`config.mk`:
```
export PLATFORM = sky130hd
export DESIGN_NAME = fetch_ctrl
export DESIGN_NICKNAME = d
export VERILOG_FILES = /design/src/rtl/fetch_ctrl_pkg.sv /design/src/rtl/fetch_ctrl_add16.sv /design/src/rtl/fetch_ctrl.sv
export SDC_FILE = /design/constraint.sdc
export NUM_CORES = 1
export LEC_CHECK = 0
export ABC_CLOCK_PERIOD_IN_PS = 1900
export CORE_MARGIN = 1.5
export CORE_UTILIZATION = 23
export CTS_BUF_LIST = sky130_fd_sc_hd__clkbuf_2 sky130_fd_sc_hd__clkbuf_4 sky130_fd_sc_hd__clkbuf_8
export CTS_CLUSTER_DIAMETER = 40
export CTS_CLUSTER_SIZE = 10
export DETAILED_ROUTE_END_ITERATION = 16
export PLACE_DENSITY_LB_ADDON = 0.12
export SLEW_MARGIN = 20
export SYNTH_ARGS = -nofsm -noshare
export SYNTH_HDL_FRONTEND = slang
export SYNTH_SLANG_ARGS = --single-unit
export TNS_END_PERCENT = 5
```
`constraint.sdc`:
```
create_clock -name clk -period 1.9 [get_ports clk]
set_clock_uncertainty 0.1 [all_clocks]
set_input_delay 0.19 -clock clk [delete_from_list [all_inputs] [get_ports clk]]
set_output_delay 0.19 -clock clk [all_outputs]
set_load 0.01 [all_outputs]
```
`src/rtl/fetch_ctrl_pkg.sv`:
```
// rtl/fetch_ctrl_pkg.sv - shared state encodings and constants for the instruction fetch controller
package fetch_ctrl_pkg;

    typedef enum logic [1:0] {
        ST_RUN    = 2'd0,
        ST_HALTED = 2'd1,
        ST_ERROR  = 2'd2
    } fetch_state_t;

    localparam logic [15:0] PC_STEP          = 16'd2;
    localparam logic [15:0] DEFAULT_RESET_PC = 16'h0000;

endpackage

```
`src/rtl/fetch_ctrl_add16.sv`:
```
// rtl/fetch_ctrl_add16.sv - 16-bit adder with carry in/out
module fetch_ctrl_add16 (
    input  logic [15:0] a_i,
    input  logic [15:0] b_i,
    input  logic        cin_i,
    output logic [15:0] sum_o,
    output logic        cout_o
);

    // plain ripple-style add; carry out is available but wrap is modulo 2^16
    assign {cout_o, sum_o} = a_i + b_i + {15'd0, cin_i};

endmodule

```
`src/rtl/fetch_ctrl.sv`:
```
// rtl/fetch_ctrl.sv - instruction fetch controller; optional request timeout via FETCH_CTRL_TIMEOUT_EN
module fetch_ctrl
    import fetch_ctrl_pkg::*;
#(
    parameter logic [15:0] RESET_PC = DEFAULT_RESET_PC,
    parameter int          TIMEOUT  = 15
) (
    input  logic        clk,
    input  logic        rst,
    input  logic        stall,
    input  logic        redirect,
    input  logic [15:0] redirect_pc,
    input  logic        halt,
    output logic        mem_en,
    output logic [15:0] mem_addr,
    input  logic        mem_ready,
    input  logic [15:0] mem_data,
    output logic [15:0] instr,
    output logic        instr_valid,
    output logic [15:0] pc2,
    output logic        err
);

    fetch_state_t state_q, state_d;
    logic [15:0]  pc_q, pc_d;
    logic [15:0]  instr_q, instr_d;
    logic [15:0]  pc2_q, pc2_d;
    logic         valid_q, valid_d;
    logic [15:0]  pc_plus2;
    logic         unused_cout;
    logic         capture;

`ifdef FETCH_CTRL_TIMEOUT_EN
    localparam logic [3:0] TIMEOUT4 = 4'(TIMEOUT);
    logic [3:0] cnt_q, cnt_d;
`endif

    fetch_ctrl_add16 u_pc_add (
        .a_i    (pc_q),
        .b_i    (PC_STEP),
        .cin_i  (1'b0),
        .sum_o  (pc_plus2),
        .cout_o (unused_cout)
    );

    // request is dropped while reset is asserted so a pending read is abandoned
    assign mem_en      = !rst && (state_q == ST_RUN) && !(valid_q && stall);
    assign mem_addr    = pc_q;
    assign capture     = mem_en && mem_ready;
    assign instr       = instr_q;
    assign pc2         = pc2_q;
    assign instr_valid = valid_q && (state_q == ST_RUN);

`ifdef FETCH_CTRL_TIMEOUT_EN
    assign err = (state_q == ST_ERROR);
`else
    logic unused_timeout;
    assign unused_timeout = (TIMEOUT != 0);
    assign err            = 1'b0;
`endif

    // next-state: redirect beats halt, halt beats capture, capture beats consume
    always_comb begin
        state_d = state_q;
        pc_d    = pc_q;
        instr_d = instr_q;
        pc2_d   = pc2_q;
        valid_d = valid_q;
`ifdef FETCH_CTRL_TIMEOUT_EN
        cnt_d   = cnt_q;
`endif
        case (state_q)
            ST_RUN: begin
                if (redirect) begin
                    pc_d    = redirect_pc;
                    valid_d = 1'b0;
`ifdef FETCH_CTRL_TIMEOUT_EN
                    cnt_d   = 4'd0;
`endif
                end else if (halt && valid_q && !stall) begin
                    state_d = ST_HALTED;
                    valid_d = 1'b0;
                end else begin
                    if (capture) begin
                        instr_d = mem_data;
                        valid_d = 1'b1;
                        pc2_d   = pc_plus2;
                        pc_d    = pc_plus2;
                    end else if (valid_q && !stall) begin
                        valid_d = 1'b0;
                    end
`ifdef FETCH_CTRL_TIMEOUT_EN
                    if (capture) begin
                        cnt_d = 4'd0;
                    end else if (mem_en && !mem_ready) begin
                        cnt_d = cnt_q + 4'd1;
                        if (cnt_d == TIMEOUT4) begin
                            state_d = ST_ERROR;
                            valid_d = 1'b0;
                        end
                    end
`endif
                end
            end
            default: begin
                valid_d = 1'b0;
            end
        endcase
    end

    // state registers with synchronous active-high reset
    always_ff @(posedge clk) begin
        if (rst) begin
            state_q <= ST_RUN;
            pc_q    <= RESET_PC;
            instr_q <= 16'h0000;
            pc2_q   <= 16'h0000;
            valid_q <= 1'b0;
        end else begin
            state_q <= state_d;
            pc_q    <= pc_d;
            instr_q <= instr_d;
            pc2_q   <= pc2_d;
            valid_q <= valid_d;
        end
    end

`ifdef FETCH_CTRL_TIMEOUT_EN
    // wait-cycle counter for the outstanding request
    always_ff @(posedge clk) begin
        if (rst) begin
            cnt_q <= 4'd0;
        end else begin
            cnt_q <= cnt_d;
        end
    end
`endif

endmodule

```
==> reports/metrics.csv <==
metric,value,unit
status,"complete, no violations",
WL final,7290,um
unrepaired setup endpoints after global routing,no,
row cnt,36,
Worst Setup Path Type,flop to output pin,
layout cells sized above 1,13.5,%
maximum vdd drop,0.299,mV
Post-Syn Nets,334,
combinational family with the most area after synthesis,simple AND/OR/NAND/NOR gates,
Skew-Pair Late Insertion Delay,0.29,ns
FMAX,570,MHz
setup repair bufs after CTS,0,
dpl cells,524,
Critical Path Max Stage Delay,0.55,ns
Synth-to-Final Area Change,57.2,%
setup violators final,0,
number of global-route vias before repair,2263,
"Hold Vio Cnt, Final",0,
initial antenna violation count,0,
leakage,1.30,nW
Cell Pwr Density,649,nW/um^2
WL per Instance,13.7,um
Final Instance Area,3690,sq um
Syn Area/Cell,7.96,sq um
Synth Area in XOR/XNOR,4.48,%
final period utilization,92.3,%
first-pass GRT wire length,11900,um
worst reg2reg setup slack,0.15,ns
Synth top area share,42.6,%
Pre-antenna DRT Iters,4,
Synth Warn #,0,
worst reg2reg path endpoint,mem_addr[13],
Routed met3 length,458,um
setup TNS,0,ns
Vias/cell,4.45,
Max Root-Sink Buffers,2,
hpwl dp,5320,um
Die H,104,um
Synth Area in Compound Gates,21.7,%
CP Max Fanout,7,
die area,10800,sq um
Critical Path Sink Type,output pin,
number of synthesized flops with an enable pin,0,
fill count,1078,
min-delay src,rst,
dominant register cell in the synthesized netlist,dfxtp_1,
Simple-Gate Fraction of Synth Area,24.4,%
Worst EP required,1.61,ns
Final #Nets,437,
non-filler instance count after layout,532,
Port Buf Inserts,87,
Worst Setup Start Kind,flop,
critical path's top delay family,buffers and inverters,
crit-path cells,buf_4 > clkdlybuf4s50_1,
Vias,2367,
largest net degree at the start of global routing,41,
Hold WC Path Type,input pin to flop,
initial drt markers,59,
"FF+latch count, synth",50,
Core Region,9820,sq um
min cycle time layout,1.75,ns
ys async rst share,0,%
H-tree depth,2,
# DRC,0,
CTS tree,yes,
Worst path depth,2,
Synth area leaders,"dfxtp_1 (43%), nand2_1 (8.8%), a21oi_1 (6.8%)",
Yosys cell types,48,
CP arrival,1.46,ns
most frequent cell after synthesis,nand2_1,
CTS Buf Count,5,
met1 WL,3610,um
Worst Setup EP,mem_addr[3],
slowest CP cell,clkdlybuf4s50_1,
n_diodes,0,
met2 wire len,3190,um
clock slew seen by the registers of the worst setup and hold paths,0.09,ns
clk root buf,clkbuf_8,
Adder-Cell Fraction of Synth Area,0.533,%
critical path buffer and inverter count,2,
Synth Cell Area,2350,sq um
clock sink total,50,
cells after synthesis,295,
Max Slew Vio Count,0,
Hold Slack,0.206,ns
GPL Wtd Cong,0.793,
initial core utilization,23.9,%
I/O pin total,89,
R2R depth,4,
gr ovfl total,0,
Tot GR Track Use,13.6,%
Die X,104,um
max-cap violation count,0,
Area after DPL,3560,sq um
max layer used,met4,
register area share after synthesis,42.6,%
post-synth top area cell,dfxtp_1,
mux cell area share after synthesis,0.426,%
critical path launch point,mem_addr[3],
Post-synth top cells,"nand2_1 (55), dfxtp_1 (50), a21oi_1 (32), nor2_1 (25), a211oi_1 (13)",
Detail Route Antenna Nets,0,
worst reg2reg startpoint,mem_addr[7],
[state kept, by name (all words and copies together), names as in the netlist]
| signal | count |
|---|---|
| instr | 16 |
| mem_addr | 16 |
| pc2 | 16 |
| state_q | 1 |
| valid_q | 1 |
[where the power goes]
group	total (W)	internal, W	switching, W	leakage (nW)
clock network	0.000766	0.000423	0.000343	0.0593
registers	0.00114	0.00110	0.0000401	0.409
logic	0.000489	0.000271	0.000218	0.828
[cell usage in the layout (no fill, tap or decap), types with 3 or more instances in the layout]
| cell type | count |
|---|---|
| a211oi_1 | 13 |
| a21oi_1 | 32 |
| a31oi_1 | 9 |
| buf_12 | 3 |
| buf_4 | 32 |
| clkbuf_8 | 5 |
| clkdlybuf4s50_1 | 85 |
| dfxtp_1 | 49 |
| inv_1 | 3 |
| nand2_1 | 55 |
| nand2b_1 | 3 |
| nand3_1 | 5 |
| nand4_1 | 4 |
| nor2_1 | 25 |
| nor3_1 | 7 |
| o21ai_0 | 9 |
| or3_1 | 3 |
| xnor2_1 | 8 |
| xor2_1 | 4 |
[per-layer routing]
layer | GRT usage, % | vias to the layer above
met5 | 0 | -
met4 | 2.68 | 0
met3 | 3.95 | 2
met2 | 21.5 | 61
met1 | 18.3 | 1060
li1 | - | 1244
[cell type report]
type,count,area [sq um],share of cell area [%]
clock inverters,1,30.0,0.814
flip-flops and latches,50,1000,27.2
well taps,133,166,4.51
repair buffers,122,1160,31.6
clock buffers,7,83.8,2.27
multi-input cells,216,1230,33.4
inverters,3,11.3,0.305
[metrics by stage]
stage          utilization, %  total power [W]  setup WS [ns]
2_1_floorplan               -          0.00137         0.0351
3_3_place_gp             36.3          0.00165         0.0467
3_5_place_dp             36.3          0.00166        0.00374
4_1_cts                  37.4          0.00244         0.0403
5_1_grt                  37.6          0.00253         0.0320
6_report                 37.6          0.00239          0.147
[worst min path at each step]
stage | to | cells after the start | slack (ns)
after floorplan | mem_addr[0] | 2 | 0.23
after global placement | instr[3] | 2 | 0.34
after detailed placement | instr[10] | 2 | 0.35
after CTS | instr[6] | 3 | 0.20
after global routing | instr[2] | 3 | 0.20
final | instr[1] | 3 | 0.21
[kinds of logic after synthesis]
logic type | after synthesis
AOI/OAI and AO/OA | 81
xor gates and xnor gates | 12
adders and majority gates | 1
buffers and inverters | 29
DFF | 50
muxes | 1
other | 1
and+or+nand+nor | 120
[timing repair]
item / in CTS / in global routing
resized for setup: 1 / 3
hold buffers: 0 / 0
endpoints found under the setup margin: 1 / 3
hold endpoints to repair: 0 / 0
[tightest hold or removal path: cells and delay by family]
| family | cells | cell delay (ns) |
|---|---|---|
| AO/OA/AOI/OAI | 1 | 0.05 |
| buffers and inverters | 2 | 0.32 |
(Power assumes the default switching activity.)
==> edit 1, RTL diff (same settings) <==
The option `FETCH_CTRL_TIMEOUT_EN` is turned on by a define.
--- a/src/rtl/fetch_ctrl.sv
+++ b/src/rtl/fetch_ctrl.sv
@@ -1,4 +1,6 @@
 // rtl/fetch_ctrl.sv - instruction fetch controller; optional request timeout via FETCH_CTRL_TIMEOUT_EN
+`define FETCH_CTRL_TIMEOUT_EN
+
 module fetch_ctrl
     import fetch_ctrl_pkg::*;
 #(
Function: same outputs for any inputs over 4 cycles, from zero or initial values and one cycle with rst high; that may be too few to reach the edited logic, so the function may still have changed.
==> edit 1 against the original RTL <==
Power up 8.5%; synthesized area increased by 16%; via count increased by 12%; sequential cell count up 5; sequential power is 9.6% higher; non-clock buffer count grew 2; design area is 9.4% higher; worst setup slack worse by 38 ps; routed wire length up 14%.
==> edit 1: results (changes against the original RTL) <==
status: "finished clean"
p_clk_uw: 830  # +8.4%
whs_ps: 157  # -48.8 ps
r2r_end: "mem_addr[14]"
cts_root_buffer: "clkbuf_8"
cp_slowest_cell: "nor4_2"
synth_nets: 362  # +8.4%
leakagePower_uw: 0.00142  # +9.6%
finalNetCount: 466  # +6.6%
grt_pass1_vias: 2644  # +17%
use_met3_pct: 2.34  # -1.6 points
use_met2_pct: 23.2  # +1.7 points
grt_pass1_wl_um: 13600  # +15%
portBuffers: 88  # +1.1%
post_drt_wl_per_cell_um: 14.6  # +6.7%
pg_comb_uw: 518  # +5.9%
synthDistinctLibCells: 56  # +17%
clkLatencyLatePin_ps: 310  # +20 ps
swShare_pct: 26.3  # +1.2 points
rr_startpoint: "mem_addr[9]"
firstDrtPassIters: 4  # unchanged
holdPathEnd: "state_q[0]"
yosysSeqAreaShare_pct: 40.4  # -2.2 points
wl_met2_um: 4030  # +26%
fillers: 1197  # +11%
post_cts_resized: 4  # +3
synth_commonest_cells: "nand2_1 (57), dfxtp_1 (55), nor2_1 (28)"
rrSetupSlack_ps: 110  # -40 ps
worst-path-max-fanout: 5  # -2
worstHoldPathCells: 3  # unchanged
gp_congestion: 0.774  # -2.4%
dpl.hpwl_um: 6160  # +16%
wl_met3_um: 314  # -31%
m1WireLength_um: 3920  # +8.5%
viasPerCell: 4.67  # +5.1%
irDropWorstVdd_mv: 0.274  # -8.6%
wirelength_um: 8320  # +14%
cpPeakStageDelay_ps: 470  # -80 ps
hp-start: "rst"
crit_family: "simple AND/OR/NAND/NOR gates"
numCtsBuffers: 5  # unchanged
pre_cts_ws_ps: -118  # -122 ps
placed_cell_area_um2: 3900  # +9.6%
netlist_top_cells_area: "dfxtp_1 (40%), nand2_1 (7.9%), a211oi_2 (5.1%)"
drtIter0Drc: 120  # +100%
drive_above_1_share_pct: 17.6  # +4.1 points
p_seq_uw: 1250  # +9.6%
grt.total_usage_pct: 13.6  # about the same
slew_headroom_pct: 63.9
use_met1_pct: 17.8  # -0.55 points
place_inst: 561  # +7.1%
cp.arrival_ps: 1900  # +440 ps
avgSynthCellArea_um2: 8.48  # +6.6%
-- edit 1: final cells by class --
type                            count  area [um2]  share of cell area [%]
Clock inverter                      2        35.0                   0.868
Multi-Input combinational cell    235        1470                    36.3
Clock buffer                        6        82.6                    2.05
Inverter                            4        15.0                   0.372
Timing Repair Buffer              124        1150                    28.5
Tap cell                          143         179                    4.43
Sequential cell                    55        1110                    27.4
-- edit 1: worst max path at each step --
stage	to	slack [ps]	cells after the start	start
floorplan	mem_addr[11]	80	5	mem_addr[1]
global placement	mem_addr[14]	-80	5	redirect
detailed placement	mem_addr[1]	-120	5	redirect
CTS	mem_en	20	3	state_q[0]
global route	cnt_q[0]	10	5	state_q[1]
finish	mem_addr[14]	110	4	mem_addr[9]
-- edit 1: cells by family after synthesis --
| group | synth area share, % |
|---|---|
| and+or+nand+nor | 24.5 |
| xor gates and xnor gates | 4.18 |
| buffers and inverters | 6.39 |
| muxes | 0.368 |
| AOI/OAI and AO/OA | 22.7 |
| adders and majority gates | 1.38 |
| DFF | 40.4 |
==> edit 2, RTL diff (config.mk and constraints unchanged) <==
Made on the original files. `instr_q` and `pc2_q` no longer have a reset.
--- a/src/rtl/fetch_ctrl.sv
+++ b/src/rtl/fetch_ctrl.sv
@@ -113,16 +113,17 @@
         if (rst) begin
             state_q <= ST_RUN;
             pc_q    <= RESET_PC;
-            instr_q <= 16'h0000;
-            pc2_q   <= 16'h0000;
             valid_q <= 1'b0;
         end else begin
             state_q <= state_d;
             pc_q    <= pc_d;
-            instr_q <= instr_d;
-            pc2_q   <= pc2_d;
             valid_q <= valid_d;
         end
+    end
+
+    always_ff @(posedge clk) begin
+        instr_q <= instr_d;
+        pc2_q   <= pc2_d;
     end
 
 `ifdef FETCH_CTRL_TIMEOUT_EN
Behaviour: differs if rst is asserted again (counterexample within 4 cycles, from zero or initial values and one cycle with rst high); with rst held inactive, the same outputs for 10 cycles.
==> edit 2 against the original RTL <==
Sequential cell count unchanged; worst setup slack got worse by 27 ps; non-clock buffer count fell by 9; synthesized area decreased by 3.0%; clock power is 3.8% higher; critical path type is now input port to output port; design area is 3.8% lower; global-route usage decreased by 0.82 points; power grew 2.1%; routed wire length is 11% lower; die area down 2.9%.
==> edit 2: results (changes against the original RTL) <==
viasPerCell: 4.47  # +0.55%
use_met1_pct: 17.5  # -0.87 points
yosysSeqAreaShare_pct: 58.0  # +15 points
hp-start: "mem_data[9]"
m1WireLength_um: 3150  # -13%
synth_nets: 235  # -30%
worst-path-max-fanout: 5  # -2
wl_met3_um: 398  # -13%
gp_congestion: 0.788  # -0.69%
dpl.hpwl_um: 4860  # -8.6%
startpoint: "rst"
rr_startpoint: "mem_addr[2]"
irDropWorstVdd_mv: 0.250  # -17%
grt_pass1_vias: 1987  # -12%
finalNetCount: 342  # -22%
grt.total_usage_pct: 12.7  # -0.82 points
grt_start_max_net_pins: 24  # -41%
cpPeakStageDelay_ps: 570  # +20 ps
status: "finished clean"
clkLatencyLatePin_ps: 310  # +20 ps
use_met2_pct: 20.3  # -1.1 points
synthDistinctLibCells: 47  # -2.1%
netlist_top_cells_area: "edfxtp_1 (42%), dfxtp_1 (16%), xnor2_1 (2.7%)"
post_cts_resized: 0  # -1
synth_edf_count: 32  # +32
grt_pass1_wl_um: 10200  # -14%
clkSlewWorstSetupHoldPaths_ps: 110  # +20 ps
ys.flop_type: "edfxtp_1"
leakagePower_uw: 0.00125  # -3.2%
wl_met2_um: 2920  # -8.2%
drtIter0Drc: 76  # +29%
use_met3_pct: 3.05  # -0.90 points
==> edit 2: cell types whose count changed after synthesis, sizes merged, moves of 7 or more <==
cell and change:
a211oi -11, a21oi -23, clkbuf -11, dfxtp -32, edfxtp +32, inv +8
nand2 -42, nor2 -17, o21ai -7
==> edit 2: final timing paths <==
kind	endpoint	slack, ps	cells past startpoint
setup / recovery	mem_en	120	3
setup reg to reg	pc2[15]	130	5
hold reg to reg	pc2[0]	380	0
hold / removal	instr[9]	320	1
==> edit 2: area by class of cell <==
| class | count | area (um2) |
|---|---|---|
| Clock buffer | 5 | 68.8 |
| Clock inverter | 3 | 48.8 |
| Fill cell | 1004 | 6130 |
| Inverter | 11 | 41.3 |
| Multi-Input combinational cell | 122 | 825 |
| Sequential cell | 50 | 1320 |
| Tap cell | 133 | 166 |
| Timing Repair Buffer | 113 | 1080 |
==> edit 2: metrics by stage <==
step	hold WS (ps)	cells	power (uW)	setup WS [ps]	instance area (um2)
after floorplan	189	196	1430	95.6	2280
after global placement	348	429	1680	16.1	3430
after detailed placement	354	429	1680	-10.3	3430
after CTS	313	437	2490	28.9	3550
after global routing	309	437	2570	42.5	3550
final	322	437	2450	120	3550
==> edit 2: power groups by stage <==
stage	Sequential (uW)	Combinational [uW]	Clock [uW]
3_5_place_dp	1270	409	0
2_1_floorplan	1290	133	0
3_3_place_gp	1270	409	0
4_1_cts	1240	411	830
5_1_grt	1250	444	873
6_report	1240	407	795
==> edit 2: logic make-up (layout without fill, tap and decap cells) <==
logic type	after synthesis	count (layout)	share of synthesized area, %
AND/OR/NAND/NOR	60	60	15.3
flip-flops	50	50	58.0
AO/OA/AOI/OAI	48	48	15.5
buffers and inverters	24	132	5.77
XOR/XNOR	11	11	4.23
adder cells (fa/ha/maj)	1	1	0.549
other	1	1	0.165
multiplexers	1	1	0.440
